### src/rtl/ram512x64_arbiter_if.sv
// One requester port of the RAM arbiter: request fields out, grant and read response back.
interface ram512x64_arbiter_if;
  logic        req;
  logic [7:0]  we;
  logic [8:0]  a;
  logic [63:0] di;
  logic        gnt;
  logic        rvalid;
  logic [63:0] dout;

  modport master (output req, we, a, di, input gnt, rvalid, dout);
  modport slave  (input req, we, a, di, output gnt, rvalid, dout);
endinterface

### src/rtl/ram512x64_arbiter.sv
// Two-requester arbiter plus zero-fill sequencer in front of a 512x64 single-cycle RAM.
// Read data is routed back to whichever requester was granted the read.
module ram512x64_arbiter #(
  parameter bit          FIXED_PRIO   = 1'b0,
  parameter int unsigned STARVE_LIMIT = 4
) (
  input  logic                        clk,
  input  logic                        rst_n,
  ram512x64_arbiter_if.slave          r0,
  ram512x64_arbiter_if.slave          r1,
  input  logic                        clr_start,
  output logic                        busy,
  output logic                        clr_done,
  output logic                        ram_en,
  output logic [7:0]                  ram_we,
  output logic [8:0]                  ram_a,
  output logic [63:0]                 ram_di,
  input  logic [63:0]                 ram_do
);

  typedef enum logic {IDLE, CLEAR} state_t;

  localparam logic [3:0] LIMIT = 4'(STARVE_LIMIT);

  state_t      state, state_nxt;
  logic [8:0]  clr_addr;
  logic        rr_r1_next;   // round-robin: 1 when R1 holds priority
  logic [3:0]  starve_cnt;
  logic        rv0_q, rv1_q, clr_done_q;
  logic        g0, g1;

  // State and bookkeeping registers; reset is sampled on the clock edge.
  always_ff @(posedge clk) begin
    // NOTE: non-blocking assignments so every register here sees pre-edge values.
    if (!rst_n) begin
      state      <= IDLE;
      clr_addr   <= '0;
      rr_r1_next <= 1'b0;
      starve_cnt <= '0;
      rv0_q      <= 1'b0;
      rv1_q      <= 1'b0;
      clr_done_q <= 1'b0;
    end else begin
      state      <= state_nxt;
      clr_addr   <= (state == CLEAR) ? clr_addr + 9'd1 : '0;
      clr_done_q <= (state == CLEAR) && (clr_addr == 9'd511);
      rv0_q      <= g0 && (r0.we == '0);
      rv1_q      <= g1 && (r1.we == '0);

      if (g0)      rr_r1_next <= 1'b1;
      else if (g1) rr_r1_next <= 1'b0;

      if (g1 || !r1.req)          starve_cnt <= '0;
      else if (starve_cnt != LIMIT) starve_cnt <= starve_cnt + 4'd1;
    end
  end

  always_comb begin
    state_nxt = state;
    case (state)
      IDLE:    if (clr_start)             state_nxt = CLEAR;
      CLEAR:   if (clr_addr == 9'd511)    state_nxt = IDLE;
      default:                            state_nxt = IDLE;
    endcase
  end

  always_comb begin
    logic arb_en;
    // NOTE: every output gets a default first so no path can infer a latch.
    g0     = 1'b0;
    g1     = 1'b0;
    ram_en = 1'b0;
    ram_we = '0;
    ram_a  = '0;
    ram_di = '0;
    busy   = (state == CLEAR);

    // A clear request pre-empts arbitration in its own cycle.
    arb_en = rst_n && (state == IDLE) && !clr_start;
    if (FIXED_PRIO)
      g1 = arb_en && r1.req && (!r0.req || (starve_cnt == LIMIT));
    else
      g1 = arb_en && r1.req && (!r0.req || rr_r1_next);
    g0 = arb_en && r0.req && !g1;

    if (state == CLEAR) begin
      ram_en = 1'b1;
      ram_we = 8'hFF;
      ram_a  = clr_addr;
    end else if (g0) begin
      ram_en = 1'b1;
      ram_we = r0.we;
      ram_a  = r0.a;
      ram_di = r0.di;
    end else if (g1) begin
      ram_en = 1'b1;
      ram_we = r1.we;
      ram_a  = r1.a;
      ram_di = r1.di;
    end
  end

  // A reset in the response cycle suppresses a pending read response.
  assign r0.gnt    = g0;
  assign r1.gnt    = g1;
  assign r0.rvalid = rv0_q && rst_n;
  assign r1.rvalid = rv1_q && rst_n;
  assign r0.dout   = ram_do;
  assign r1.dout   = ram_do;
  assign clr_done  = clr_done_q;

endmodule

### src/flat_wrapper.sv
// flat-port wrapper written by rule: the top's interface ports become plain ports
module ram512x64_arbiter_flat 
#(
  parameter bit          FIXED_PRIO   = 1'b0,
  parameter int unsigned STARVE_LIMIT = 4
)
  (clk, rst_n, clr_start, busy, clr_done, ram_en, ram_we, ram_a, ram_di, ram_do, r0_req, r0_we, r0_a, r0_di, r0_gnt, r0_rvalid, r0_dout, r1_req, r1_we, r1_a, r1_di, r1_gnt, r1_rvalid, r1_dout);
  ram512x64_arbiter_if r0_i ();
  ram512x64_arbiter_if r1_i ();
  input  logic clk;
  input  logic rst_n;
  input  logic clr_start;
  output logic busy;
  output logic clr_done;
  output logic ram_en;
  output logic [7:0] ram_we;
  output logic [8:0] ram_a;
  output logic [63:0] ram_di;
  input  logic [63:0] ram_do;
  input wire logic [$bits(r0_i.req)-1:0] r0_req;
  input wire logic [$bits(r0_i.we)-1:0] r0_we;
  input wire logic [$bits(r0_i.a)-1:0] r0_a;
  input wire logic [$bits(r0_i.di)-1:0] r0_di;
  output wire logic [$bits(r0_i.gnt)-1:0] r0_gnt;
  output wire logic [$bits(r0_i.rvalid)-1:0] r0_rvalid;
  output wire logic [$bits(r0_i.dout)-1:0] r0_dout;
  input wire logic [$bits(r1_i.req)-1:0] r1_req;
  input wire logic [$bits(r1_i.we)-1:0] r1_we;
  input wire logic [$bits(r1_i.a)-1:0] r1_a;
  input wire logic [$bits(r1_i.di)-1:0] r1_di;
  output wire logic [$bits(r1_i.gnt)-1:0] r1_gnt;
  output wire logic [$bits(r1_i.rvalid)-1:0] r1_rvalid;
  output wire logic [$bits(r1_i.dout)-1:0] r1_dout;
  assign r0_i.req = r0_req;
  assign r0_i.we = r0_we;
  assign r0_i.a = r0_a;
  assign r0_i.di = r0_di;
  assign r0_gnt = r0_i.gnt;
  assign r0_rvalid = r0_i.rvalid;
  assign r0_dout = r0_i.dout;
  assign r1_i.req = r1_req;
  assign r1_i.we = r1_we;
  assign r1_i.a = r1_a;
  assign r1_i.di = r1_di;
  assign r1_gnt = r1_i.gnt;
  assign r1_rvalid = r1_i.rvalid;
  assign r1_dout = r1_i.dout;
  ram512x64_arbiter #(.FIXED_PRIO(FIXED_PRIO), .STARVE_LIMIT(STARVE_LIMIT)) u_core (.clk(clk), .rst_n(rst_n), .r0(r0_i), .r1(r1_i), .clr_start(clr_start), .busy(busy), .clr_done(clr_done), .ram_en(ram_en), .ram_we(ram_we), .ram_a(ram_a), .ram_di(ram_di), .ram_do(ram_do));
endmodule
### config.mk
export PLATFORM = sky130hd
export DESIGN_NAME = ram512x64_arbiter_flat
export DESIGN_NICKNAME = d
export VERILOG_FILES = /design/src/rtl/ram512x64_arbiter_if.sv /design/src/rtl/ram512x64_arbiter.sv /design/src/flat_wrapper.sv
export SDC_FILE = /design/constraint.sdc
export NUM_CORES = 1
export LEC_CHECK = 0
export CAP_MARGIN = 20
export CORE_AREA = 2 2 171 173
export DETAILED_ROUTE_END_ITERATION = 8
export DIE_AREA = 0 0 173 175
export GPL_TIMING_DRIVEN = 0
export PLACE_DENSITY = 0.49
export RECOVER_POWER = 50
export SLEW_MARGIN = 25
export SYNTH_ARGS = -nofsm -noshare
export SYNTH_HDL_FRONTEND = slang
export SYNTH_SLANG_ARGS = --single-unit
### constraint.sdc
create_clock -name clk -period 1.7 [get_ports clk]
set_input_delay 0.255 -clock clk [delete_from_list [all_inputs] [get_ports clk]]
set_output_delay 0.255 -clock clk [all_outputs]
set_load 0.1 [all_outputs]
==> key figures <==
Routing
  • Number of vias per cell after detailed routing: around 3.5
  • Number of detailed-route iterations in the first pass: 4
  • Starting DRT DRC Count: 77
  • DR WL/cell: approximately 17 µm
  • Residual antenna-violating net count after detailed routing: 0
  • Routed Wire Length: roughly 18 mm
  • Vias after detailed routing: a little under 4k
  • Total DRC errors in the routed layout: 0

CTS
  • Clock Sink Count: 14
  • CTS H-tree lvls: 1
  • Clock tree from TritonCTS: done
  • Insertion delay to the later sink of the worst-skew pair: between 0.2 and 0.3 ns
  • CTS Buf Count: 3
  • Clock tree root driver cell: clkbuf_16
  • Buffer levels on the longest clock path: 2
  • Clock transition at path regs: ~0.05 ns

Cells and area
  • Fraction of layout instances using a drive strength above 1: around 52%
  • Most used cells in the layout excluding fill and tap cells: clkdlybuf4s50_1, buf_4, buf_12
  • Most common cell after layout, fill and taps aside: clkdlybuf4s50_1
  • Final net count: between 900 and 1k
  • Signed area change from the synthesized netlist to the final layout: 239%
  • # fillers: 2959

Status
  • Status: complete, but fails checks
  • Violations in the final reports: setup timing

Floorplan
  • Starting density of the core: about 9.0%
  • Width of the die: about 170 µm
  • DIE HEIGHT: around 180 µm
  • Core area: around 28000 µm²
  • Io pins: approximately 450
  • Floorplan die area: just over 30000 µm²
  • Row cnt: 62

Pwr
  • Pwr dens: ~500 nW/µm²
  • Portion of total power attributed to combinational logic: about four fifths
  • Clock group share of total power: approximately an eighth
  • Switching Share: a little under three fifths
  • Largest vdd supply drop: about 0.31 mV
  • NetSw: 2430 µW
  • Proportion of power drawn by flip-flops and latches: a little under 8%
  • Static Leak: 0.00426 µW
  • Internal: about 1900 µW

Hold path
  • Number of stages on the worst hold path: 3
  • Worst min-delay path endpoint: u_core.rr_r1_next
  • Path category of the worst min-delay check: in -> reg
  • Startpoint of the most critical hold path: r0_req

Synth
  • Syn. warnings: 0
  • Mean cell area of the mapped netlist: 8.24 µm²
  • Post-synth design cell area: about 2600 µm²
  • Register area share after synthesis: between 10% and 20%
  • Total of flip-flops plus latches after synthesis: 14
  • Syn nets: about 540
  • Number of distinct standard cells referenced by the synthesized netlist: 31
  • Count of mapped cells out of synthesis: 310

STA
  • Minimum clock period: between 2 and 2.5 ns
  • Layout Skew: 0.00454 ns
  • Setup TNS Final: -20.45 ns
  • Number of endpoints with negative hold slack in the final report: 0
  • Unrepaired setup endpoints after global routing: true
  • Tightest Pin Transition: approximately 1.2 ns
  • Worst rel slew slack: a little over a fifth
  • Period Utilization, post-route: 119%
  • Total count of max-transition violations in the final report: 0
  • Setup violators final: 83
  • Maximum achievable frequency: between 0.4 and 0.5 GHz
  • Worst Hold Slack: ~0.36 ns
  • Final setup margin: -0.327 ns

Critical path
  • Setup CP Type: in -> out
  • R2r setup slk: ~0.26 ns
  • Startpoint of the worst register-to-register path: u_core.clr_addr[0]
  • First element of the critical path: rst_n
  • Setup crit end kind: output port
  • Arrival time worst endpoint: about 1.8 ns
  • Largest fanout of any net on the critical path: 5
  • Data required time of the worst path: roughly 1.4 ns
  • CP Launch Type: primary input
  • Length in cells of the worst reg-to-reg path: 5
  • Capturing point of the worst reg2reg path: u_core.clr_addr[8]

Global routing
  • Maximum number of pins on one net before global-route repair: 11
  • Via count of the first global-routing pass: 4038
  • Number of antenna violations at the first check in global routing: 3
  • Wire length of the first global-routing pass: about 25 mm
  • Total GRT Usage: between 10% and 20%
  • Overall overflow remaining after global route: 0

Placed design
  • Global placement routability congestion: around 0.76
  • Sum of net half-perimeters after detailed placement: 15.1 mm
  • Count of input and output buffers: 382

Flow run
  • Number of max-cap violations: 0
## per-stage QoR
| step | setup slack, ns | instance area, µm² | cells | util [%] | total power [µW] |
|---|---|---|---|---|---|
| floorplan | -0.225 | 3240 | 310 | - | 2690 |
| global placement | -1.67 | 7550 | 1076 | 26.6 | 3640 |
| detailed placement | -1.68 | 7540 | 1076 | 26.6 | 3640 |
| CTS | -0.349 | 8440 | 1087 | 29.7 | 4410 |
| global route | -0.371 | 8650 | 1096 | 30.5 | 4470 |
| finish | -0.327 | 8660 | 1098 | 30.5 | 4340 |
## what timing repair did
action                                 CTS  global route
setup buffers                            7             3
pin swaps                                9             6
setup endpoints to repair              213           190
gates cloned                             1             8
hold buffers                             0             0
endpoints found under the hold margin    0             0
resized for setup                      798           145
## worst max-delay path, cell delays in order
cell and delay, ns:
dlygate4sd2_1 0.26, nor3b_4 0.16, and3_4 0.21, buf_12 0.15, buf_12 0.13, a221o_4 0.42
buf_12 0.18
## power by group through the flow
stage,registers (µW),logic (µW),clock network [µW]
2_1_floorplan,356,2330,0
3_3_place_gp,345,3290,0
3_5_place_dp,345,3300,0
4_1_cts,339,3530,535
5_1_grt,340,3580,554
6_report,340,3480,513
## logic make-up after synthesis
family,synth area share (%)
AOI/OAI and AO/OA,31.0
muxes,0.392
buffers and inverters,45.4
DFF,11.0
adders and majority gates,0.979
and+or+nand+nor,10.2
xor gates and xnor gates,1.03
## routing by layer
metal | GRT usage (%) | part of all wire (%) | vias to the layer above
li1 | - | - | 1823
met1 | 12.4 | 38 | 1775
met2 | 20.3 | 53 | 235
met3 | 3.11 | 8.2 | 8
met4 | 1.98 | 0.75 | 2
met5 | 0 | 0.071 | -
## registers in the layout, indices dropped and copies added (netlist names)
name               count
u_core.rv1_q           1
u_core.busy            1
u_core.clr_done        1
u_core.rv0_q           1
u_core.clr_addr        9
u_core.rr_r1_next      1
## synthesized netlist by cell type
cell type    n  area share (%)
clkbuf_1     5            0.73
a221o_1     17             6.7
nor2_1       7             1.0
xor2_1       2            0.69
buf_4      135              40
nand2b_1     2            0.49
nor4b_1      1            0.34
o21ai_0      2            0.39
nor3b_2      1            0.49
a22o_1      64              22
ha_1         2            0.98
or4_1        2            0.59
dfxtp_1     14              11
and3_1      14             3.4
xnor2_1      1            0.34
buf_6       10             4.4
nand3_1      4            0.78
o211ai_1     1            0.29
a21boi_1     1            0.29
nor3_1       2            0.39
buf_2        1            0.20
nor4_1       1            0.25
or3_1        2            0.49
nand4_1      2            0.49
and2_1       4            0.98
a311oi_1     1            0.34
mux2i_1      1            0.39
nand2_1      3            0.44
inv_1        3            0.44
a21oi_1      4            0.78
o31ai_1      1            0.29
## area by class of cell
type | instances | area (µm²) | share of cell area, %
buffer | 148 | 1290 | 15.0
tap | 384 | 480 | 5.55
sequential | 14 | 285 | 3.29
timing repair buffer | 401 | 4690 | 54.2
antenna | 2 | 5.00 | 0.0578
clock buffer | 4 | 88.8 | 1.03
multi-input combinational | 142 | 1800 | 20.8
inverter | 3 | 11.3 | 0.130
## worst max-delay path by stage
stage                     slack, ns        end  depth (start not counted)
after floorplan               -0.23  ram_we[2]                          6
after global placement        -1.67   ram_a[1]                          6
after detailed placement      -1.68   ram_a[1]                          6
after CTS                     -0.35  ram_we[6]                          7
after global routing          -0.37  ram_we[6]                          6
final                         -0.33  ram_we[6]                          7
No activity file was read; power rests on OpenSTA's default activity.
